[config.mk]
export PLATFORM = sky130hd
export DESIGN_NAME = ctlb_refill
export DESIGN_NICKNAME = d
export VERILOG_FILES = /design/src/rtl/ctlb_refill.sv
export SDC_FILE = /design/constraint.sdc
export NUM_CORES = 1
export LEC_CHECK = 0
export CORE_MARGIN = 10
export CORE_UTILIZATION = 48
export DETAILED_ROUTE_END_ITERATION = 16
export PLACE_DENSITY_LB_ADDON = 0.3
export SYNTH_ARGS = -nofsm -noshare
export SYNTH_HDL_FRONTEND = slang
export SYNTH_SLANG_ARGS = --single-unit
[constraint.sdc]
create_clock -name clk -period 5.3 [get_ports clk]
set_clock_uncertainty 0.15 [all_clocks]
set_input_delay 0.795 -clock clk [delete_from_list [all_inputs] [get_ports clk]]
set_output_delay 0.795 -clock clk [all_outputs]
set_load 0.02 [all_outputs]
[src/rtl/ctlb_refill.sv]
// Code-TLB refill walker: four-level page-table walk on a code TLB miss.
// Optional large-page (level-1 leaf) support under `CTLB_REFILL_LARGE_PAGE_EN.
module ctlb_refill (
  input  logic        clk,
  input  logic        rst,
  input  logic        miss_valid,
  input  logic [51:0] miss_addr,
  input  logic        miss_nat,
  input  logic [39:0] root_ppn,
  input  logic        flush,
  output logic        busy,
  output logic        mem_req,
  output logic [63:0] mem_addr,
  input  logic        mem_ack,
  input  logic        mem_rdata_valid,
  input  logic [63:0] mem_rdata,
  output logic        refill_wen,
  output logic [63:0] refill_pte,
  output logic        refill_nat,
  output logic        fault_valid,
  output logic [51:0] fault_addr
);

  localparam int unsigned VPN_W = 52;
  localparam int unsigned PPN_W = 40;
  localparam int unsigned XLEN  = 64;
  localparam int unsigned IDX_W = 9;
  localparam int unsigned LVL_W = 2;

  localparam logic [1:0] ST_IDLE  = 2'd0;
  localparam logic [1:0] ST_REQ   = 2'd1;
  localparam logic [1:0] ST_WAIT  = 2'd2;
  localparam logic [1:0] ST_DRAIN = 2'd3;

  localparam logic [LVL_W-1:0] LVL_TOP = 2'd3;

  logic [1:0]       state_q, state_d;
  logic [LVL_W-1:0] lvl_q, lvl_d;
  logic [VPN_W-1:0] vpn_q, vpn_d;
  logic             nat_q, nat_d;
  logic             busy_q, busy_d;
  logic             mem_req_q, mem_req_d;
  logic [XLEN-1:0]  mem_addr_q, mem_addr_d;
  logic             refill_wen_q, refill_wen_d;
  logic [XLEN-1:0]  refill_pte_q, refill_pte_d;
  logic             refill_nat_q, refill_nat_d;
  logic             fault_valid_q, fault_valid_d;
  logic [VPN_W-1:0] fault_addr_q, fault_addr_d;

  logic canonical_c;
  logic large_leaf_c;

  // 9-bit table index for a given level of the captured page number
  function automatic logic [IDX_W-1:0] idx_of(input logic [VPN_W-1:0] vpn,
                                               input logic [LVL_W-1:0] lvl);
    logic [IDX_W-1:0] idx;
    case (lvl)
      2'd3:    idx = vpn[35:27];
      2'd2:    idx = vpn[26:18];
      2'd1:    idx = vpn[17:9];
      default: idx = vpn[8:0];
    endcase
    return idx;
  endfunction

  function automatic logic [XLEN-1:0] pte_addr(input logic [PPN_W-1:0] ptr,
                                               input logic [IDX_W-1:0] idx);
    return {12'b0, ptr, idx, 3'b000};
  endfunction

  // VA[63:47] must be a sign extension of VA[47]
  assign canonical_c = (&miss_addr[51:35]) | ~(|miss_addr[51:35]);

`ifdef CTLB_REFILL_LARGE_PAGE_EN
  assign large_leaf_c = (lvl_q == 2'd1) && mem_rdata[7];
`else
  assign large_leaf_c = 1'b0;
`endif

  always_comb begin
    state_d       = state_q;
    lvl_d         = lvl_q;
    vpn_d         = vpn_q;
    nat_d         = nat_q;
    mem_addr_d    = mem_addr_q;
    refill_wen_d  = 1'b0;
    refill_pte_d  = refill_pte_q;
    refill_nat_d  = refill_nat_q;
    fault_valid_d = 1'b0;
    fault_addr_d  = fault_addr_q;

    case (state_q)
      ST_IDLE: begin
        if (miss_valid && !flush) begin
          vpn_d = miss_addr;
          nat_d = miss_nat;
          lvl_d = LVL_TOP;
          if (canonical_c) begin
            state_d    = ST_REQ;
            mem_addr_d = pte_addr(root_ppn, miss_addr[35:27]);
          end else begin
            fault_valid_d = 1'b1;
            fault_addr_d  = miss_addr;
          end
        end
      end

      ST_REQ: begin
        if (flush) begin
          // an acked request still owes us a beat, so it must be drained
          state_d = mem_ack ? ST_DRAIN : ST_IDLE;
        end else if (mem_ack) begin
          state_d = ST_WAIT;
        end
      end

      ST_WAIT: begin
        if (flush) begin
          // a beat arriving with the flush is the one we would drain
          state_d = mem_rdata_valid ? ST_IDLE : ST_DRAIN;
        end else if (mem_rdata_valid) begin
          if (!mem_rdata[0]) begin
            state_d       = ST_IDLE;
            fault_valid_d = 1'b1;
            fault_addr_d  = vpn_q;
          end else if (lvl_q == 2'd0) begin
            state_d      = ST_IDLE;
            refill_wen_d = 1'b1;
            refill_pte_d = mem_rdata;
            refill_nat_d = nat_q;
          end else if (large_leaf_c) begin
            state_d      = ST_IDLE;
            refill_wen_d = 1'b1;
            refill_pte_d = {mem_rdata[63:21], vpn_q[8:0], mem_rdata[11:0]};
            refill_nat_d = nat_q;
          end else begin
            state_d    = ST_REQ;
            lvl_d      = lvl_q - 2'd1;
            mem_addr_d = pte_addr(mem_rdata[51:12], idx_of(vpn_q, lvl_q - 2'd1));
          end
        end
      end

      ST_DRAIN: begin
        if (mem_rdata_valid) begin
          state_d = ST_IDLE;
        end
      end

      default: state_d = ST_IDLE;
    endcase

    mem_req_d = (state_d == ST_REQ);
    busy_d    = (state_d != ST_IDLE);
  end

  always_ff @(posedge clk) begin
    if (rst) begin
      state_q       <= ST_IDLE;
      lvl_q         <= LVL_TOP;
      vpn_q         <= '0;
      nat_q         <= 1'b0;
      busy_q        <= 1'b0;
      mem_req_q     <= 1'b0;
      mem_addr_q    <= '0;
      refill_wen_q  <= 1'b0;
      refill_pte_q  <= '0;
      refill_nat_q  <= 1'b0;
      fault_valid_q <= 1'b0;
      fault_addr_q  <= '0;
    end else begin
      state_q       <= state_d;
      lvl_q         <= lvl_d;
      vpn_q         <= vpn_d;
      nat_q         <= nat_d;
      busy_q        <= busy_d;
      mem_req_q     <= mem_req_d;
      mem_addr_q    <= mem_addr_d;
      refill_wen_q  <= refill_wen_d;
      refill_pte_q  <= refill_pte_d;
      refill_nat_q  <= refill_nat_d;
      fault_valid_q <= fault_valid_d;
      fault_addr_q  <= fault_addr_d;
    end
  end

  assign busy        = busy_q;
  assign mem_req     = mem_req_q;
  assign mem_addr    = mem_addr_q;
  assign refill_wen  = refill_wen_q;
  assign refill_pte  = refill_pte_q;
  assign refill_nat  = refill_nat_q;
  assign fault_valid = fault_valid_q;
  assign fault_addr  = fault_addr_q;

endmodule

Yosys cells after proc, flatten, opt, wreduce, memory -nomap -nowiden

Cells that the tools add are included.

Flip-flop bits (word level): 242
Input bits: 163
Output and inout bits: 185

Add/sub/neg operators: 1
Eq/ne operators: 15
Muxes and demuxes: 39
Bitwise logic cells: 6
Reductions and logical operators: 14

Operators by type and width:

| kind                  | count |
|---|---|
| $mux W64              | 6 |
| $mux W52              | 5 |
| $pmux W64 S2          | 1 |
| $pmux W52 S2          | 1 |
| $mux W2               | 14 |
| $pmux W9 S3           | 1 |
| $reduce_and A17 Y1    | 1 |
| $reduce_or A17 Y1     | 1 |
| $ne A2 B2 Y1 const B  | 8 |
| $reduce_and A6 Y1     | 2 |
| $eq A2 B2 Y1 const B  | 4 |
| $mux W1               | 8 |
| $pmux W2 S4           | 1 |
| $reduce_and A7 Y1     | 1 |
| $eq A2 B1 Y1 const B  | 3 |
| $not A1 Y1            | 5 |
| $reduce_and A5 Y1     | 1 |
| $reduce_or A5 Y1      | 1 |
| $logic_not A2 Y1      | 2 |
| $pmux W2 S2           | 1 |
| $reduce_bool A2 Y1    | 2 |
| $pmux W1 S2           | 1 |
| $reduce_and A2 Y1     | 1 |
| $sub A2 B1 Y2 const B | 1 |
| other kinds (3)       | 3 |

Logic depth before layout (Yosys ltp)

Gate-level depths: netlist of run 1.

Depth in word-level cells: 8
Gate-level depth with buffers: 9
Mapped depth without buffers: 7

Worst setup path after synthesis of run 1

OpenSTA, ideal clock, no wires.

Kind: input -> register
Start point: input port flush
End point: register mem_addr_q[40], in the netlist mem_addr[40]
Arrival time: 2.107 ns
Required time: 5.017 ns
Setup slack: 2.910 ns
Cell stages on the path: 8
Buffers on the path: 4
Cells stage by stage: or4b_1 > buf_2 > o21ai_4 > and2_1 > buf_4 > buf_6 > buf_6 > a311oi_1

Longest elaborated chain between the ends: 4

Ends and longest elaborated chain:

| item                            | line | text |
|---|---|---|
| from (decl)                     | 10   | `input logic flush,` |
| $logic_not A1 Y1                | 94   | `if (miss_valid && !flush) begin` |
| $logic_and A1 B1 Y1             | 94   |  |
| $ne A2 B2 Y1 (no line)          | --   |  |
| $reduce_and A7 Y1 (no line) (*) | --   |  |
| to (signal assigned)            | 178  | `mem_addr_q <= mem_addr_d;` |
| to (decl)                       | 43   | `logic [XLEN-1:0] mem_addr_q, mem_addr_d;` |

Every way passes the cells marked *; elsewhere a longest branch is shown, timed or not.
A chain may end at the register's enable or synchronous reset.

Final worst setup path of run 1

Start point: input port miss_addr[35]
End point: register fault_addr_q[37], in the netlist fault_addr[37]

Longest elaborated chain between the ends: 5

Ends and longest elaborated chain:

| item                            | line | text |
|---|---|---|
| from (decl)                     | 7    | `input logic [51:0] miss_addr,` |
| $reduce_or A17 Y1               | 72   | `assign canonical_c = (&miss_addr[51:35]) \| ~(\|miss_addr[51:35]);` |
| $not A1 Y1                      | 72   |  |
| $or A1 B1 Y1 (*)                | 72   |  |
| $ne A2 B2 Y1 (no line) (*)      | --   |  |
| $reduce_and A6 Y1 (no line) (*) | --   |  |
| to (signal assigned)            | 183  | `fault_addr_q <= fault_addr_d;` |
| to (decl)                       | 48   | `logic [VPN_W-1:0] fault_addr_q, fault_addr_d;` |

Marks and branches as above.

==> results.yml, run 1 <==
layout:
  layout.nets: 1575
  area_delta_synth_final_pct: 43.8
  fin_cells: 1696
  drive_above_1_share_pct: 8.56
sta:
  finalCriticalPeriod_ps: 3370
  fmax_mhz: 297
  hold_viol: 0
  tns_ps: 0
  final_max_slew_viol_count: 0
  setup_violations: 0
  hold_ws_ps: 303
  tightest_slew_ps: 968
  finalCritPeriodShare_pct: 63.5
  relSlewSlack_pct: 35.5
  rsz0062_at_grt: "no"
yosys:
  netlist_area_um2: 9570
  avgSynthCellArea_um2: 8.39
  yosys.cell_count.top_type: "nand2_1"
  yosys.area.top_type: "dfxtp_1"
  seq_area_frac_synth_pct: 47.5
  yosys.area_share.simple_pct: 18.0
  synth_cell_types: 41
  synth.top_cell.area_share_pct: 47.5
  synth_top_family_by_area: "compound AO/OA/AOI/OAI gates"
  ys_warn_count: 0
  synthMuxAreaShare_pct: 0
  yosys.area_share.xor_xnor_pct: 0
  synth-seq-cells: 227
  synth-async-reset-ratio_pct: 0
  ys.flop_type: "dfxtp_1"
  synth_compound_area_share_pct: 26.7
  netlist_top_cells_area: "dfxtp_1 47%, nand2_1 12%, a21oi_1 9.8%"
  synth-edff-count: 0
  syn_inst: 1140
  ys_top_cells_by_count: "317 x nand2_1, 227 x dfxtp_1, 187 x a21oi_1"
  synthAdderAreaFrac_pct: 0.654
setup_path:
  worst-path-max-fanout: 32
  critical_path_class: "input port to flop"
  required_ps: 5510
  arrival_ps: 3570
  start_kind: "input port"
  worstSetupEndpointType: "flop"
detailed_routing:
  wl_um: 35100
  avgViaCountPerCell: 5.60
  wl_per_cell_um: 20.7
  drtPass1Iterations: 5
  drtIter0Drc: 754
  drc_errors: 0
  ant_nets: 0
  dr_total_vias: 9493
floorplan:
  die_w_um: 161
  num_rows: 51
  core_area_um2: 19500
  die_area_um2: 26000
  ios: 348
  initial_utilization_pct: 49.0
  die_h_um: 161
power_and_ir_drop:
  ir_drop_mv: 0.255
  powerDensity_nw_per_um2: 300
  p_leak_nw: 4.69
placed_design:
  dp_hpwl_um: 24300
  place.gp.congestion: 0.860
  place_inst: 1645
  numPortBuffers: 332
clock_tree:
  htreeDepth: 1
  cts_resized: 0
  cts.sinks: 227
  post_cts_buffers: 0
  cts_hold_buf: 0
  clk_pin_slew_ps: 60
  cts_buffer_depth: 3
  cts_tree: "done"
  clk_latency_ps: 510
  clockRootBuffer: "clkbuf_16"
  numCtsBuffers: 25
status:
  status: "finished clean"
global_route:
  grt_pass1_wl_um: 53500
  groute.usage.overall_pct: 25.1
  grt_pass1_vias: 9396
  grt.overflow.total: 0
  antenna_found_initial: 6
  grt_max_degree: 86
flow_run:
  maxCapViolations: 0
worst_hold_path:
  hold_class: "flop to flop"
## registers in the layout (all words and copies together), names as in the netlist
| name | cells |
|---|---|
| refill_pte | 64 |
| fault_addr | 52 |
| vpn_q | 52 |
| mem_addr | 49 |
| lvl_q | 2 |
| state_q | 2 |
| busy | 1 |
| fault_valid | 1 |
| mem_req | 1 |
| nat_q | 1 |
| refill_nat | 1 |
| refill_wen | 1 |
## path summary, 6_finish.rpt
| path | start | endpoint | slack, ps | cells past startpoint |
|---|---|---|---|---|
| setup reg to reg | state_q[1] | mem_addr[16] | 2340 | 5 |
| setup / recovery | miss_addr[35] | fault_addr[37] | 1930 | 7 |
| hold reg to reg | refill_pte[60] | refill_pte[60] | 300 | 2 |
| hold / removal | refill_pte[60] | refill_pte[60] | 300 | 2 |
## area by class of cell
cell class,count,area (um2)
fill,1532,5770
tap,265,332
inverter,13,48.8
multi-input combinational,793,4460
timing repair buffer,347,3440
clock inverter,8,149
antenna,6,15.0
clock buffer,37,771
sequential,227,4540
## critical path, stage by stage
cell	delay (ps)
clkdlybuf4s50_1	490
nor4_1	340
nand3_1	230
o221ai_1	380
a21o_2	820
buf_4	360
a22oi_2	100
## logic make-up (layout without fill, tap and decap cells)
| group | count (synthesis) | after routing |
|---|---|---|
| simple gates | 403 | 403 |
| compound gates | 370 | 370 |
| buf+inv | 134 | 405 |
| flops | 227 | 227 |
| fa+ha+maj | 5 | 5 |
| other cells | 1 | 21 |
## cells in the final DEF, fill, tap and decap left out, types with 3 or more instances in the layout
cell type        count
nand3_1              4
dfxtp_1            227
nor3_1               5
a311oi_1            40
nand2b_1            54
nor2_1               6
a221oi_1             9
ha_1                 5
a22oi_1             12
nand2_1            317
a22oi_2             49
a21oi_1            187
nor4_1               3
a211oi_1             9
clkbuf_16           25
inv_1               13
clkdlybuf4s50_1    331
o22ai_1             53
clkbuf_8            10
bufinv_16            4
o21ai_0              3
conb_1              15
diode_2              6
buf_4               15
## metal layers
layer | track usage, % | part of all wire, % | vias up
met4 | 9.18 | 3.0 | 0
met2 | 42.6 | 49 | 488
met1 | 28.2 | 37 | 4453
met5 | 0 | 0 | -
met3 | 9.46 | 11 | 64
li1 | - | - | 4488
## per-stage QoR
step | power [mW] | cell area, um2 | setup WS, ps | util [%]
2_1_floorplan | 2.02 | 9620 | 2910 | -
3_3_place_gp | 2.25 | 12800 | 1390 | 65.7
3_5_place_dp | 2.25 | 12800 | 1340 | 65.7
4_1_cts | 4.15 | 13700 | 1880 | 70.4
5_1_grt | 4.24 | 13800 | 1700 | 70.5
6_report | 4.13 | 13800 | 1930 | 70.5
## where the power goes
| group | internal [mW] | switching [mW] |
|---|---|---|
| sequential | 1.76 | 0.0314 |
| combinational | 0.221 | 0.209 |
| clock | 1.20 | 0.711 |
Note: power is estimated with default switching activity, not from simulation.
==> run 2, diff against run 1 <==
--- a/config.mk
+++ b/config.mk
@@ -6,7 +6,7 @@
 export NUM_CORES = 1
 export LEC_CHECK = 0
 export CORE_MARGIN = 10
-export CORE_UTILIZATION = 48
+export CORE_UTILIZATION = 41
 export DETAILED_ROUTE_END_ITERATION = 16
 export PLACE_DENSITY_LB_ADDON = 0.3
 export SYNTH_ARGS = -nofsm -noshare
==> constraint.sdc (replaced) <==
create_clock -name clk -period 2.78 [get_ports clk]
set_clock_uncertainty 0.15 [all_clocks]
set_input_delay 0.417 -clock clk [delete_from_list [all_inputs] [get_ports clk]]
set_output_delay 0.417 -clock clk [all_outputs]
set_load 0.02 [all_outputs]
==> run 2 against run 1 <==
Global-route usage shrank 3.0 points. Non-clock buffer count grew 12. Sequential share of layout area shrank 0.51 points. Utilization shrank 9.1 points. Register-to-register slack lost 1700 ps. Flip-flop and latch count is the same. Via count shrank 1.3%. Worst hold slack lost 180 ps. Total power grew 86%. Final cell count grew 3.4%. Routed wire length grew 0.39%. Count of clock-buffer cells in the layout shrank 2. Critical path type is now flop to flop.
==> results.yml, run 2 (synthesis results as in run 1) <==
global_route:
  grt_pass1_wl_um: 54000
  grt_max_degree: 96
  grt.overflow.total: 0
  groute.usage.overall_pct: 22.1
  antenna_found_initial: 7
  grt_pass1_vias: 9294
setup_path:
  worst-path-max-fanout: 40
  worstSetupEndpointType: "flop"
  critical_path_class: "flop to flop"
  reg2reg_to: "mem_addr[26]"
  r2r_slack_ps: 600
  r2r_cells: 5
  r2r-start: "state_q[0]"
  arrival_ps: 2450
  startpoint: "state_q[0]"
  start_kind: "flop"
  required_ps: 3050
placed_design:
  place_inst: 1705
  place.gp.congestion: 0.843
  numPortBuffers: 332
  dp_hpwl_um: 24600
  place_ws_ps: 141
  placed_area_um2: 13100
clock_tree:
  cts_resized: 0
  clockRootBuffer: "clkbuf_16"
  cts_tree: "done"
  htreeDepth: 1
  cts_hold_buf: 0
  cts_buffer_depth: 3
  post_cts_buffers: 0
  clk_pin_slew_ps: 60
  numCtsBuffers: 25
  cts.sinks: 227
  clk_latency_ps: 520
layout:
  fin_cells: 1754
  area_delta_synth_final_pct: 46.0
  most-common-layout-cells: "331 x clkdlybuf4s50_1, 317 x nand2_1, 227 x dfxtp_1, 187 x a21oi_1, 54 x nand2b_1"
  multi_input_area_um2: 4460
  regArea_um2: 4540
  largest_reg_flops: 64
  drive_above_1_share_pct: 9.26
  design_area_um2: 14000
  layout_commonest_cell: "clkdlybuf4s50_1"
  layout.nets: 1587
  fill_cells: 1985
sta:
  tightest_slew_ps: 644
  hold_viol: 0
  fin_ws_ps: 600
  relSlewSlack_pct: 57.0
  rsz0062_at_grt: "no"
  setup_violations: 0
  tns_ps: 0
  fmax_mhz: 459
  finalCriticalPeriod_ps: 2180
  final_max_slew_viol_count: 0
  hold_ws_ps: 127
  finalCritPeriodShare_pct: 78.4
detailed_routing:
  drtPass1Iterations: 5
  drc_errors: 0
  drtIter0Drc: 671
  ant_nets: 0
  dr_total_vias: 9370
  wl_um: 35300
  wl_per_cell_um: 20.1
  avgViaCountPerCell: 5.34
power_and_ir_drop:
  p_leak_nw: 4.78
  powerDensity_nw_per_um2: 551
  ir_drop_mv: 0.445
floorplan:
  ios: 348
  num_rows: 55
  die_h_um: 173
  core_area_um2: 22800
  initial_utilization_pct: 42.0
  die_area_um2: 29800
  die_w_um: 173
flow_run:
  maxCapViolations: 0
worst_hold_path:
  hp-start: "rst"
  hold_depth: 2
  hold_class: "input port to flop"
  hold_end: "refill_wen"
status:
  status: "finished clean"
## run 2: final cells by class
class                           count  share of cell area, %
Timing Repair Buffer              359                   26.1
Inverter                           13                  0.349
Clock inverter                      9                  0.860
Multi-Input combinational cell    793                   31.9
Clock buffer                       35                   5.32
Sequential cell                   227                   32.5
Antenna cell                        5                 0.0895
Tap cell                          313                   2.80
## run 2: worst max-delay path: stages (launching register included)
cell,delay [ps]
dfxtp_1,420
or4b_2,740
o21ai_4,120
buf_12,240
a21oi_1,120
a311oi_1,270
## run 2: worst max path at each step
stage	to	slack, ps
6_report	mem_addr[26]	600
5_1_grt	mem_addr[28]	480
4_1_cts	mem_addr[26]	590
3_5_place_dp	mem_addr[35]	140
3_3_place_gp	mem_addr[51]	180
2_1_floorplan	mem_addr[40]	770
## run 2: power by group
group | switching [mW] | internal (mW) | total (mW)
sequential | 0.0600 | 3.35 | 3.41
combinational | 0.403 | 0.438 | 0.841
clock | 1.32 | 2.13 | 3.44
total | 1.78 | 5.91 | 7.69
## run 2: through the flow
step	total power [mW]	util, %
after floorplan	3.86	-
after global placement	4.30	57.5
after detailed placement	4.31	57.5
after CTS	7.76	61.3
after global routing	7.96	61.3
final	7.69	61.3
## run 2: layer usage
layer	global-route usage, %	up-vias	routed length (um)
met1	25.4	4418	13700
li1	-	4507	-
met2	37.1	387	17100
met4	7.58	4	957
met5	0	-	21
met3	8.43	54	3530
